==> src/rtl/ps2_scan_rx.sv <==
// PS/2 keyboard receiver: synchronises and deglitches the keyboard lines, deframes
// 11-bit frames and tracks shift/break prefixes. Define PS2_SCAN_RX parity via PS2_PARITY_CHECK_EN.
module ps2_scan_rx #(
    parameter int FILTER_LEN  = 8,
    parameter int TIMEOUT_CYC = 50000
) (
    input  logic       clk,
    input  logic       reset,
    input  logic       ps2_clk,
    input  logic       ps2_data,
    output logic [7:0] scan_code,
    output logic       letter_case,
    output logic       code_valid,
    output logic       frame_err
);

    localparam int TO_W = $clog2(TIMEOUT_CYC + 1);
    localparam logic [4:0]      FLT_LAST = 5'(FILTER_LEN - 1);
    localparam logic [TO_W-1:0] TO_LAST  = TO_W'(TIMEOUT_CYC - 1);

    typedef enum logic [1:0] {IDLE, RECV, CHECK} state_t;

    state_t          state_q, state_d;
    logic            clk_s1_q, clk_s1_d, clk_s2_q, clk_s2_d;
    logic            dat_s1_q, dat_s1_d, dat_s2_q, dat_s2_d;
    logic            filt_q, filt_d;
    logic [4:0]      fcnt_q, fcnt_d;
    logic [3:0]      bitcnt_q, bitcnt_d;
    logic [TO_W-1:0] to_cnt_q, to_cnt_d;
    logic [7:0]      data_sr_q, data_sr_d;
    logic            stop_q, stop_d;
    logic            lshift_q, lshift_d, rshift_q, rshift_d, brk_q, brk_d;
    logic [7:0]      scan_code_q, scan_code_d;
    logic            letter_case_q, letter_case_d;
    logic            code_valid_q, code_valid_d;
    logic            frame_err_q, frame_err_d;
    logic            bit_evt, par_ok;
`ifdef PS2_PARITY_CHECK_EN
    logic            par_q, par_d;
`endif

    always_comb begin
        state_d       = state_q;
        clk_s1_d      = ps2_clk;
        clk_s2_d      = clk_s1_q;
        dat_s1_d      = ps2_data;
        dat_s2_d      = dat_s1_q;
        filt_d        = filt_q;
        fcnt_d        = fcnt_q;
        bitcnt_d      = bitcnt_q;
        to_cnt_d      = to_cnt_q;
        data_sr_d     = data_sr_q;
        stop_d        = stop_q;
        lshift_d      = lshift_q;
        rshift_d      = rshift_q;
        brk_d         = brk_q;
        scan_code_d   = scan_code_q;
        letter_case_d = letter_case_q;
        code_valid_d  = 1'b0;
        frame_err_d   = 1'b0;
        bit_evt       = 1'b0;
        par_ok        = 1'b1;
`ifdef PS2_PARITY_CHECK_EN
        par_d         = par_q;
        par_ok        = ^{par_q, data_sr_q};
`endif

        // Level only flips after FILTER_LEN consecutive samples disagreeing with it
        if (clk_s2_q == filt_q) begin
            fcnt_d = 5'd0;
        end else if (fcnt_q == FLT_LAST) begin
            filt_d = clk_s2_q;
            fcnt_d = 5'd0;
        end else begin
            fcnt_d = fcnt_q + 5'd1;
        end
        bit_evt = filt_q & ~filt_d;

        case (state_q)
            IDLE: begin
                to_cnt_d = '0;
                if (bit_evt && !dat_s2_q) begin
                    state_d  = RECV;
                    bitcnt_d = 4'd0;
                end
            end
            RECV: begin
                if (bit_evt) begin
                    to_cnt_d = '0;
                    bitcnt_d = bitcnt_q + 4'd1;
                    if (bitcnt_q < 4'd8) begin
                        data_sr_d = {dat_s2_q, data_sr_q[7:1]};
                    end
`ifdef PS2_PARITY_CHECK_EN
                    if (bitcnt_q == 4'd8) begin
                        par_d = dat_s2_q;
                    end
`endif
                    if (bitcnt_q == 4'd9) begin
                        stop_d  = dat_s2_q;
                        state_d = CHECK;
                    end
                end else if (to_cnt_q == TO_LAST) begin
                    to_cnt_d    = '0;
                    state_d     = IDLE;
                    frame_err_d = 1'b1;
                end else begin
                    to_cnt_d = to_cnt_q + TO_W'(1);
                end
            end
            CHECK: begin
                state_d = IDLE;
                if (!stop_q || !par_ok) begin
                    frame_err_d = 1'b1;
                end else if (data_sr_q == 8'hF0) begin
                    brk_d = 1'b1;
                end else if (data_sr_q == 8'hE0) begin
                    brk_d = brk_q;
                end else if (data_sr_q == 8'h12) begin
                    lshift_d = ~brk_q;
                    brk_d    = 1'b0;
                end else if (data_sr_q == 8'h59) begin
                    rshift_d = ~brk_q;
                    brk_d    = 1'b0;
                end else if (brk_q) begin
                    brk_d = 1'b0;
                end else begin
                    scan_code_d   = data_sr_q;
                    letter_case_d = lshift_q | rshift_q;
                    code_valid_d  = 1'b1;
                end
            end
            default: state_d = IDLE;
        endcase
    end

    always_ff @(posedge clk or posedge reset) begin
        if (reset) begin
            state_q       <= IDLE;
            clk_s1_q      <= 1'b1;
            clk_s2_q      <= 1'b1;
            dat_s1_q      <= 1'b1;
            dat_s2_q      <= 1'b1;
            filt_q        <= 1'b1;
            fcnt_q        <= 5'd0;
            bitcnt_q      <= 4'd0;
            to_cnt_q      <= '0;
            data_sr_q     <= 8'h00;
            stop_q        <= 1'b0;
            lshift_q      <= 1'b0;
            rshift_q      <= 1'b0;
            brk_q         <= 1'b0;
            scan_code_q   <= 8'h00;
            letter_case_q <= 1'b0;
            code_valid_q  <= 1'b0;
            frame_err_q   <= 1'b0;
`ifdef PS2_PARITY_CHECK_EN
            par_q         <= 1'b0;
`endif
        end else begin
            state_q       <= state_d;
            clk_s1_q      <= clk_s1_d;
            clk_s2_q      <= clk_s2_d;
            dat_s1_q      <= dat_s1_d;
            dat_s2_q      <= dat_s2_d;
            filt_q        <= filt_d;
            fcnt_q        <= fcnt_d;
            bitcnt_q      <= bitcnt_d;
            to_cnt_q      <= to_cnt_d;
            data_sr_q     <= data_sr_d;
            stop_q        <= stop_d;
            lshift_q      <= lshift_d;
            rshift_q      <= rshift_d;
            brk_q         <= brk_d;
            scan_code_q   <= scan_code_d;
            letter_case_q <= letter_case_d;
            code_valid_q  <= code_valid_d;
            frame_err_q   <= frame_err_d;
`ifdef PS2_PARITY_CHECK_EN
            par_q         <= par_d;
`endif
        end
    end

    assign scan_code   = scan_code_q;
    assign letter_case = letter_case_q;
    assign code_valid  = code_valid_q;
    assign frame_err   = frame_err_q;

endmodule

==> config.mk <==
export PLATFORM = sky130hd
export DESIGN_NAME = ps2_scan_rx
export DESIGN_NICKNAME = d
export VERILOG_FILES = /design/src/rtl/ps2_scan_rx.sv
export SDC_FILE = /design/constraint.sdc
export NUM_CORES = 1
export LEC_CHECK = 0
export ABC_AREA = 1
export CORE_AREA = 2 2 76 78
export CTS_CLUSTER_DIAMETER = 80
export CTS_CLUSTER_SIZE = 24
export DETAILED_ROUTE_END_ITERATION = 10
export DIE_AREA = 0 0 78 80
export PLACE_DENSITY = 0.76
export SLEW_MARGIN = 20
export SYNTH_ARGS = -nofsm -noshare
export SYNTH_HDL_FRONTEND = slang
export SYNTH_SLANG_ARGS = --single-unit
==> constraint.sdc <==
create_clock -name clk -period 1.76 [get_ports clk]
set_input_delay 0.44 -clock clk [delete_from_list [all_inputs] [get_ports clk]]
set_output_delay 0.44 -clock clk [all_outputs]
set_load 0.005 [all_outputs]
After elaboration in Yosys (flattened, before gate mapping)
Cells that the tools add are included.
{"block": "word_totals", "register_bits": 55, "in_bits": 4, "word_cells": 85}
{"block": "op_classes", "n_addsub": 3, "order_cmp": 1, "eq_ne": 15, "n_mux": 28, "bitwise": 8, "n_reduce_logical": 12}
{"op": "2-to-1 mux 16 bit", "n": 2}
{"op": "case mux 16 bit (2 select lines)", "n": 1}
{"op": "adder 16 x 1 -> 16 bit (second input constant)", "n": 1}
{"op": "== test 16 bit (second input constant)", "n": 1}
{"op": "== test 8 bit (second input constant)", "n": 2}
{"op": "AND reduction 3 bit", "n": 5}
{"op": "2-to-1 mux 1 bit", "n": 14}
{"op": "2-to-1 mux 5 bit", "n": 2}
{"op": "== test 8 x 5 -> 1 bit (second input constant)", "n": 1}
{"op": "== test 8 x 7 -> 1 bit (second input constant)", "n": 1}
{"op": "2-to-1 mux 2 bit", "n": 4}
{"op": "2-to-1 mux 4 bit", "n": 2}
{"op": "case mux 4 bit (2 select lines)", "n": 1}
{"op": "AND reduction 7 bit", "n": 1}
{"op": "!= test 2 bit (second input constant)", "n": 3}
{"op": "!= test 3 bit (second input constant)", "n": 2}
{"op": "NOT 1 bit", "n": 6}
{"op": "AND reduction 6 bit", "n": 1}
{"op": "adder 5 x 1 -> 5 bit (second input constant)", "n": 1}
{"op": "== test 5 x 3 -> 1 bit (second input constant)", "n": 1}
{"op": "AND reduction 5 bit", "n": 1}
{"op": "adder 4 x 1 -> 4 bit (second input constant)", "n": 1}
{"op": "== test 4 bit (second input constant)", "n": 1}
{"op": "less-than comparator 4 bit (second input constant)", "n": 1}
{"op": "11 further kinds", "n": 11}

Logic depth before layout (Yosys ltp)
Gate-level depths: netlist of the first run.
{"block": "logic_depth", "depth_word": 8, "ltp_mapped": 11, "mapped_depth_nobuf": 10}

Least setup slack after synthesis of the first run
No wires, ideal clock.
{"block": "synth_timing", "path_kind": "register -> register", "from": "reg filt_q", "to": "reg data_sr_q[0]", "arrival_time_ps": 1453, "slack_ps": 188, "stages_incl_launch_ff": 11, "path_buffers": 2, "synth_period_minus_slack_ps": 1572, "path_cell_list": "dfstp_2 inv_2 nor2_4 inv_2 nor2_4 nand2_2 or2_1 buf_6 buf_12 nand2_2 o21ai_2"}
{"block": "synth_between", "elab_chain_cells": 5, "elab_cells_between_ends": 6, "cone_classes": "1 x eq/ne; 2 x mux; 2 x bitwise; 1 x reduce/logical"}
{"element": "from (decl)", "line": "26", "rtl": "logic filt_q, filt_d;"}
{"element": "from (signal assigned)", "line": "166", "rtl": "filt_q <= filt_d;"}
{"element": "2-to-1 mux 1 bit or == test 1 bit (tied branches)", "line": "71, 69"}
{"element": "2-to-1 mux 1 bit", "line": "69", "rtl": "if (clk_s2_q == filt_q) begin"}
{"element": "NOT 1 bit", "line": "77", "rtl": "bit_evt = filt_q & ~filt_d;"}
{"element": "AND 1 bit (*)", "line": "77"}
{"element": "AND reduction 3 bit (no line) (*)"}
{"element": "to (signal assigned)", "line": "170", "rtl": "data_sr_q <= data_sr_d;"}
{"element": "to (decl)", "line": "30", "rtl": "logic [7:0] data_sr_q, data_sr_d;"}
Mark *: on every way between the ends. The rest lies on a longest branch, timed or not.
A chain may end at the register's enable or synchronous reset.

Final worst setup path of the first run
{"block": "layout_timing", "from": "reg scan_code_q[4], in the netlist scan_code[4]", "to": "out scan_code[4]"}
{"element": "from (decl)", "line": "33", "rtl": "logic [7:0] scan_code_q, scan_code_d;"}
{"element": "from (signal assigned)", "line": "175", "rtl": "scan_code_q <= scan_code_d;"}
{"element": "to (decl)", "line": "11", "rtl": "output logic [7:0] scan_code,"}
No word-level cell between the ends.

==> results of run 1 <==
sequential cells by signal, indices dropped and copies added (netlist names):
register	count
bitcnt_q	4
brk_q	1
clk_s1_q	1
clk_s2_q	1
code_valid	1
dat_s1_q	1
dat_s2_q	1
data_sr_q	8
fcnt_q	5
filt_q	1
frame_err	1
letter_case	1
lshift_q	1
rshift_q	1
scan_code	8
state_q	2
stop_q	1
to_cnt_q	16
worst register-to-register path, cell delays in order (launching register included):
cell	delay (ns)
dfrtp_1	0.39
inv_1	0.10
ha_1	0.21
buf_4	0.15
nand2_1	0.13
inv_1	0.08
nand2_1	0.07
nand2_1	0.11
buf_4	0.15
nand2_1	0.05
nor2_1	0.10
metrics by stage:
step                      setup slack, ns  area [um^2]  util, %
final                              0.1502         3211    59.40
after global routing              0.01140         3211    59.40
after CTS                         0.03651         3188    58.98
after detailed placement          0.06396         3094    57.25
after global placement             0.1134         3094    57.25
after floorplan                    0.1877         2803        -
repair_timing:
item | CTS | global route
resized for setup | 1 | 6
cloned | 0 | 0
setup endpoints to repair | 1 | 8
pin swaps | 0 | 1
setup buffers | 0 | 1
synth_stat cells (2+ instances only):
library cell,count
dfrtp_1,50
dfstp_2,5
ha_1,7
inv_1,46
inv_2,3
nand2_1,87
nand2_2,3
nand3_1,20
nand4_1,16
nor2_1,54
nor2_2,2
nor2_4,2
nor3_1,3
o21ai_0,12
o21ai_2,9
or2_2,4
xnor2_1,2
xor2_1,7
final cells by class:
class | instances | area, um^2 | area share [%]
Clock inverter | 1 | 5.005 | 0.1559
Multi-Input combinational cell | 237 | 1219 | 37.96
Sequential cell | 55 | 1383 | 43.06
Tap cell | 72 | 90.09 | 2.806
Inverter | 49 | 187.7 | 5.846
Timing Repair Buffer | 24 | 240.2 | 7.482
Clock buffer | 7 | 86.33 | 2.689
how the worst max path moves through the flow:
stage,endpoint,slack (ns),cells past startpoint
after global placement,to_cnt_q[14],0.11,10
after global routing,state_q[0],0.01,11
final,scan_code[4],0.15,1
after CTS,to_cnt_q[14],0.04,10
after detailed placement,to_cnt_q[14],0.06,10
after floorplan,data_sr_q[0],0.19,10
layout by cell type (no fill, tap or decap), types with 2 or more instances in the layout:
cell and n:
ha_1 6, xnor2_1 2, nor3_1 3, inv_2 4
nor2_1 51, xor2_1 7, nand2_1 86, or2_2 4
dfrtp_1 50, nor2_4 3, clkbuf_8 6, inv_1 44
o21ai_2 9, nand4_1 16, nand3_1 20, buf_12 2
buf_4 8, clkdlybuf4s50_1 14, nand2_2 4, o21ai_0 12
dfstp_2 5, nor2_2 4
kinds of logic (layout without fill, tap and decap cells):
kind of cell / count (synthesis) / count (layout) / share of synthesized area (%)
xor+xnor: 9 / 9 / 2.816
compound gates: 24 / 24 / 5.723
simple gates: 197 / 197 / 31.25
fa+ha+maj: 7 / 7 / 3.129
buf+inv: 51 / 81 / 7.689
flops: 55 / 55 / 49.40
power groups by stage:
stage | clock network, mW | logic (mW) | registers [mW]
CTS | 0.741 | 0.621 | 1.43
floorplan | 0 | 0.415 | 1.44
detailed placement | 0 | 0.610 | 1.46
finish | 0.707 | 0.626 | 1.43
global route | 0.791 | 0.726 | 1.45
global placement | 0 | 0.597 | 1.45
metal layers:
layer	routed length (um)	part of all wire (%)
met1	2362	48
met2	2296	47
met3	199	4.0
met4	69	1.4
met5	0	0
==> key figures, run 1 <==
Drt
  – Drt initial violations: between 100 and 150
  – DR DRC count: 0
  – Routed WL: 4928 um
  – Via count: roughly 2,200
  – Pre-Repair DR Iteration Count: 5
  – Avg WL per Cell: 11.07 um
  – Post-route ant nets: 0
  – Vias/cell: between 4 and 5

Clock tree
  – Clk Latency, worst-skew pair: between 0.3 and 0.4 ns
  – Clock sinks: 55
  – TritonCTS clock tree: yes
  – Root Buffer: clkbuf_8
  – Clk slew on worst S/H paths: 0.09 ns
  – Num CTS Buffers: 5
  – Count of hold-fix buffers inserted at cts: 0
  – Max clock buf depth: 2
  – # H-tree levels: 2

Timing
  – Final Hold Vio Count: 0
  – Final period utilization: between 90 and 100%
  – Rel. slew slack: around three quarters
  – Slew Limit Fails: 0
  – Min Tclk post-route: approximately 1.6 ns
  – Hold_ws: roughly 0.36 ns
  – Least-Margin Pin Slew: 0.3517 ns
  – Upper clock frequency limit: ~620 MHz
  – Skew final: ~0.0054 ns
  – RSZ-0062 raised after global routing: no
  – Final setup violation count: 0
  – Final setup TNS: 0 ns

Logic synthesis
  – Mapped Cells: approximately 340
  – Yosys reg bits: 55
  – Dominant cell type by area after synthesis: dfrtp_1
  – Top post-synthesis cells by area: dfrtp_1, nand2_1, nor2_1
  – Syn. warnings: 0
  – Top-area cell type share of the netlist area: 44.70%
  – Post-synthesis cell area: between 2000 and 3000 um^2
  – Syn Nets: between 300 and 400
  – Seq/Total Area, Yosys: between 40% and 50%
  – Top FF cell, synth: dfrtp_1
  – Unique masters post-synth: 29
  – Synthesized area per cell: just over 8 um^2
  – Post-synth EDFFs: 0
  – Ys async rst share: 100.0%

Power and ir drop
  – Seq pwr share: approximately half
  – Logic pwr share: ~23%
  – Static Leak: ~1.5 nW
  – Pwr dens: 860.9 nW/um^2
  – Sw Pwr: approximately 860 uW
  – Switch share: 31.13%
  – Maximum vdd drop: 0.5720 mV
  – PnR Total Power: 2.764 mW
  – Cell-internal power: ~1.9 mW
  – Clk network pwr share: 25.6%

Placement
  – Placed instance count: roughly 440
  – GPL Wtd Cong: 0.8083
  – Port Buffers: 14
  – DP Wirelength: 3544 um

Critical path
  – Worst R2R Start: state_q[1]
  – Top delay family on crit path: buffers and inverters
  – Worst EP required: about 1.3 ns
  – R2R Setup Slk: between 0.15 and 0.2 ns
  – Nature of the critical path endpoint: primary output
  – CP bufs+invs: 1
  – Crit path DAT: between 1 and 1.5 ns
  – CP Max Fanout: 2
  – Critical path class: flop to primary output
  – CP startpoint: scan_code[4]
  – Critical path cell sequence: clkdlybuf4s50_1
  – Worst Setup Start Kind: flop
  – Worst r2r path cells: 10
  – Slowest cell on the critical path: clkdlybuf4s50_1
  – R2R Path End: to_cnt_q[11]
  – Delay of the slowest critical-path stage: about 0.50 ns

Global routing
  – Largest net degree at the start of global routing: 56
  – GRT Util Overall: ~18%
  – First-pass GRT wire length: 8894 um
  – Grt met2 use: between 20% and 30%
  – Met3 usage: approximately 4.1%
  – GR Overflow Total: 0
  – Vias in the first global route: around 2,100
  – GR peak layer: met2
  – Routing usage on met1: 23.09%
  – Antenna violations before repair: 0

Floorplan
  – Die area: ~6200 um^2
  – Core Rows: 27
  – Boundary pin count: 15
  – Starting Density: 51.78%
  – Chip width: between 70 and 80 um
  – Die height: 80 um
  – Core footprint: approximately 5400 um^2

Min path
  – Hold Path End: dat_s2_q
  – Hold_sp: dat_s1_q
  – Worst hold path class: flop to flop
  – Worst Hold Path Cells: 0

Layout
  – Diode count: 0
  – Layout filler cell count: 474
  – Final Net Count: 383
  – Non-filler cells, final: about 450
  – Area delta synth->final: 14.71%
  – Share of layout cells above drive strength 1: ~15%

Job
  – # Max-Cap Violations: 0

Run status
  – Status: complete, no violations
(Power assumes the default switching activity.)
==> run 2: changes to the inputs <==
- MAX_ROUTING_LAYER: not set -> met4
- SLEW_MARGIN: 20 -> not set
==> key figures, run 2 (synthesis gave the netlist of run 1 again) <==
Global routing
  – GRT Util Overall: 18.35%
  – Largest net degree at the start of global routing: 56
  – Antenna violations before repair: 0
  – GR Overflow Total: 0
  – First-pass GRT wire length: between 8000 and 9000 um
  – Vias in the first global route: 2,081

Power and ir drop
  – Cell-internal power: approximately 1.9 mW
  – Logic pwr share: 22.6%
  – Clk network pwr share: around a quarter
  – Maximum vdd drop: approximately 0.57 mV
  – Seq pwr share: slightly above 50%
  – Static Leak: 1.511 nW
  – Sw Pwr: about 860 uW
  – Pwr dens: between 800 and 900 nW/um^2
  – PnR Total Power: ~2.8 mW
  – Switch share: 31.15%

Run status
  – Status: complete, no violations

Clock tree
  – TritonCTS clock tree: yes
  – Clk slew on worst S/H paths: approximately 0.09 ns
  – Root Buffer: clkbuf_8
  – Num CTS Buffers: 5
  – Clk Latency, worst-skew pair: ~0.31 ns
  – Max clock buf depth: 2
  – Clock sinks: 55
  – # H-tree levels: 2

Timing
  – Min Tclk post-route: around 1.6 ns
  – Final Hold Vio Count: 0
  – Final period utilization: between 90% and 100%
  – Rel. slew slack: 76.53%
  – RSZ-0062 raised after global routing: no
  – Final worst slack: between 0.1 and 0.15 ns
  – Slew Limit Fails: 0
  – Skew final: roughly 0.0054 ns
  – Upper clock frequency limit: between 600 and 700 MHz
  – Final setup violation count: 0
  – Least-Margin Pin Slew: roughly 0.35 ns
  – Hold_ws: approximately 0.36 ns
  – Final setup TNS: 0 ns

Critical path
  – Delay of the slowest critical-path stage: around 0.5 ns
  – Crit path DAT: ~1.2 ns
  – Critical path class: flop to primary output
  – Worst Setup Start Kind: flop
  – CP bufs+invs: 1
  – Slowest cell on the critical path: clkdlybuf4s50_1
  – Worst EP required: 1.32 ns
  – Critical path cell sequence: clkdlybuf4s50_1
  – CP Max Fanout: 2
  – Nature of the critical path endpoint: primary output
  – Top delay family on crit path: buffers and inverters

Min path
  – Worst hold path class: flop to flop

Layout
  – Most common cell after layout, fill and taps aside: nand2_1
  – Area delta synth->final: 14.71%
  – Final Net Count: roughly 380
  – Number of flip-flops under the largest register name: 16
  – Most frequent cells in the layout: nand2_1, nor2_1, dfrtp_1, inv_1, nand3_1
  – Layout filler cell count: between 400 and 500
  – Largest Register: to_cnt_q
  – Non-filler cells, final: 445
  – Share of layout cells above drive strength 1: between 10 and 15%
  – Fin util: between 50% and 60%
  – Final non-filler cell area: roughly 3200 um^2
  – Diode count: 0

Drt
  – Drt initial violations: 126
  – DR DRC count: 0
  – Via count: 2,197
  – Vias/cell: ~4.9
  – Pre-Repair DR Iteration Count: 4
  – Routed WL: ~4900 um
  – Post-route ant nets: 0
  – Avg WL per Cell: 11.08 um

Placement
  – Port Buffers: 14
  – Placed instance count: approximately 440
  – DP Wirelength: 3544 um
  – Setup WS pre-CTS: approximately 0.064 ns
  – Post-DP Area: between 3000 and 4000 um^2
  – GPL Wtd Cong: roughly 0.82

Floorplan
  – Die area: 6240 um^2
  – Die height: approximately 80 um
  – Starting Density: around 52%
  – Chip width: between 70 and 80 um
  – Core Rows: 27
  – Core footprint: ~5400 um^2
  – Boundary pin count: 15

Job
  – # Max-Cap Violations: 0
[run 2: cell counts in the layout (fill, tap and decap cells not counted)]
No cell type changed its count.
[run 2: power groups by stage]
stage	sequential, mW	clock, mW	combinational [mW]
detailed placement	1.46	0	0.610
global route	1.45	0.791	0.726
CTS	1.43	0.741	0.621
floorplan	1.44	0	0.415
global placement	1.45	0	0.597
finish	1.43	0.707	0.626
[run 2: final cells by class]
cell class	count	area (um^2)	area share (%)
inverters	49	187.7	5.846
multi-input cells	237	1219	37.96
repair buffers	24	240.2	7.482
flip-flops and latches	55	1383	43.06
clock inverters	1	5.005	0.1559
clock buffers	7	86.33	2.689
well taps	72	90.09	2.806
[run 2: what timing repair did]
action | 4_1_cts | 5_1_grt
endpoints found under the setup margin | 1 | 8
pin swaps | 0 | 1
resized for setup | 1 | 6
hold buffers | 0 | 0
setup buffers | 0 | 1
[run 2: path summary, 6_finish.rpt]
check                             start           end  cells after the start  slack [ns]
max in group asynchronous         reset        filt_q                      3        0.92
max reg2reg                  state_q[1]  to_cnt_q[11]                     10        0.16
min                            dat_s1_q      dat_s2_q                      0        0.36
min in group asynchronous         reset   to_cnt_q[4]                      3        0.53
max                        scan_code[4]  scan_code[4]                      1        0.15
min reg2reg                    dat_s1_q      dat_s2_q                      0        0.36
[run 2: per-layer routing]
layer / vias up / global-route usage, % / part of all wire, %
met2: 50 / 28.97 / 47
li1: 1135 / - / -
met3: 7 / 4.072 / 4.2
met5: - / - / 0
met1: 1005 / 23.24 / 48
met4: 0 / 7.193 / 1.4
==> run 3: changes to the inputs <==
- CORE_AREA: 2 2 76 78 -> 2 2 75 77
- DIE_AREA: 0 0 78 80 -> 0 0 77 79
- PLACE_DENSITY: 0.76 -> 0.73
- clock period: 1.76 -> 1.5 ns (I/O delays scaled with it)
==> key figures, run 3 (synthesis gave the netlist of run 1 again) <==
Layout
  – Layout filler cell count: approximately 440
  – Number of flip-flops under the largest register name: 16
  – Fin util: just under 70%
  – Most frequent cells in the layout: nand2_1, dfrtp_1, nor2_1, buf_4, inv_1
  – Area of the multi-input gates: ~1400 um^2
  – Share of layout cells above drive strength 1: between 30% and 40%
  – FF/Latch Area: ~1400 um^2
  – Diode count: 0
  – Area delta synth->final: 31.69%
  – Most common cell after layout, fill and taps aside: nand2_1
  – Largest Register: to_cnt_q
  – Final non-filler cell area: approximately 3700 um^2
  – Final Net Count: 424

Critical path
  – CP startpoint: state_q[1]
  – Worst R2R Start: state_q[1]
  – Critical path cell sequence: buf_4 > buf_4 > ha_2 > inv_2 > nor3_4 > buf_6 > buf_6 > nand4_1 > nand2_1
  – CP Max Fanout: 5
  – Critical path class: flop to flop
  – Delay of the slowest critical-path stage: between 0.3 and 0.4 ns
  – Slowest cell on the critical path: dfrtp_1
  – Worst EP required: between 1.5 and 2 ns
  – Nature of the critical path endpoint: flop
  – Crit path DAT: 1.83 ns
  – Worst Setup Start Kind: flop

Clock tree
  – # H-tree levels: 2
  – Num CTS Buffers: 5
  – Clk slew on worst S/H paths: about 0.090 ns
  – Root Buffer: clkbuf_8
  – TritonCTS clock tree: yes
  – Clk Latency, worst-skew pair: 0.30 ns
  – Max clock buf depth: 2
  – Clock sinks: 55

Placement
  – Post-DP Area: approximately 3300 um^2
  – GPL Wtd Cong: approximately 0.84
  – DP Wirelength: 3784 um
  – Port Buffers: 14

Global routing
  – GRT Util Overall: 20.33%
  – Antenna violations before repair: 0
  – Vias in the first global route: ~2,300
  – GR Overflow Total: 0
  – Largest net degree at the start of global routing: 56
  – First-pass GRT wire length: between 9000 and 10,000 um

Timing
  – RSZ-0062 raised after global routing: yes
  – Upper clock frequency limit: about 630 MHz
  – Min Tclk post-route: 1.593 ns
  – Least-Margin Pin Slew: ~0.42 ns
  – Final setup violation count: 9
  – Rel. slew slack: 72.10%
  – Final worst slack: -0.09317 ns
  – Skew final: ~0.0098 ns
  – Final period utilization: 106.2%
  – Slew Limit Fails: 0
  – Final Hold Vio Count: 0

Power and ir drop
  – Maximum vdd drop: about 0.64 mV
  – Static Leak: approximately 1.8 nW
  – Pwr dens: 1030 nW/um^2
  – PnR Total Power: about 3.8 mW

Run status
  – Failing checks: setup timing
  – Status: finished with violations

Drt
  – Routed WL: about 5900 um
  – Post-route ant nets: 0
  – Vias/cell: between 4 and 5
  – Via count: between 2,000 and 2,500
  – Drt initial violations: 128
  – Avg WL per Cell: ~12 um
  – DR DRC count: 0
  – Pre-Repair DR Iteration Count: 4

Floorplan
  – Core Rows: 27
  – Core footprint: approximately 5300 um^2
  – Die height: ~79 um
  – Starting Density: between 50% and 60%
  – Chip width: roughly 77 um
  – Die area: between 6000 and 7000 um^2
  – Boundary pin count: 15

Job
  – # Max-Cap Violations: 0

Min path
  – Worst hold path class: flop to flop
  – Hold_sp: dat_s1_q
==> run 3: routing by layer <==
layer,part of all wire [%],vias to the layer above,global-route usage (%)
met3,2.9,7,2.386
met2,51,37,36.58
li1,-,1228,-
met4,1.2,0,6.429
met1,44,1149,24.10
met5,0,-,-
==> run 3: repair_timing <==
action / CTS / global route
endpoints found under the hold margin: 0 / 0
cloned: 1 / 2
endpoints found under the setup margin: 37 / 39
setup buffers: 11 / 9
pin swaps: 7 / 17
hold buffers: 0 / 0
gates resized for setup: 36 / 38
==> run 3: path summary, 6_finish.rpt <==
path,cells past startpoint,slack [ns],to
max,9,-0.09,scan_code[6]
min,0,0.36,dat_s2_q
max reg2reg,9,-0.09,scan_code[6]
min reg2reg,0,0.36,dat_s2_q
max in group asynchronous,3,0.71,dat_s1_q
min in group asynchronous,3,0.47,to_cnt_q[6]
==> run 3: through the flow <==
stage	hold WS, ns	setup WS (ns)	setup TNS (ns)	std cells
final	0.3590	-0.09317	-0.3508	486
after global routing	0.3605	-0.1666	-1.981	486
after CTS	0.3585	-0.01239	-0.04812	475
after detailed placement	0.3470	-0.04028	-0.4733	456
after global placement	0.3462	-0.003204	-0.007317	456
after floorplan	0.3452	-0.06924	-0.2651	343
==> run 3: layout make-up <==
type	instances	area share (%)
flip-flops and latches	55	37.54
clock inverters	1	0.8147
repair buffers	63	14.29
inverters	49	5.092
clock buffers	7	2.071
multi-input cells	239	37.75
well taps	72	2.444
==> run 3: where the power goes <==
group	switching (mW)	internal, mW	total (mW)
Combinational	0.631	0.534	1.17
Sequential	0.0898	1.59	1.68
Clock	0.449	0.500	0.949
Total	1.17	2.63	3.80
==> run 3: worst max-delay path: cells and delay by family, from the launching register on <==
family | cells | cell delay [ns]
AND/OR/NAND/NOR | 3 | 0.42
buffers and inverters | 5 | 0.53
flip-flops | 1 | 0.37
adder cells (fa/ha/maj) | 1 | 0.19
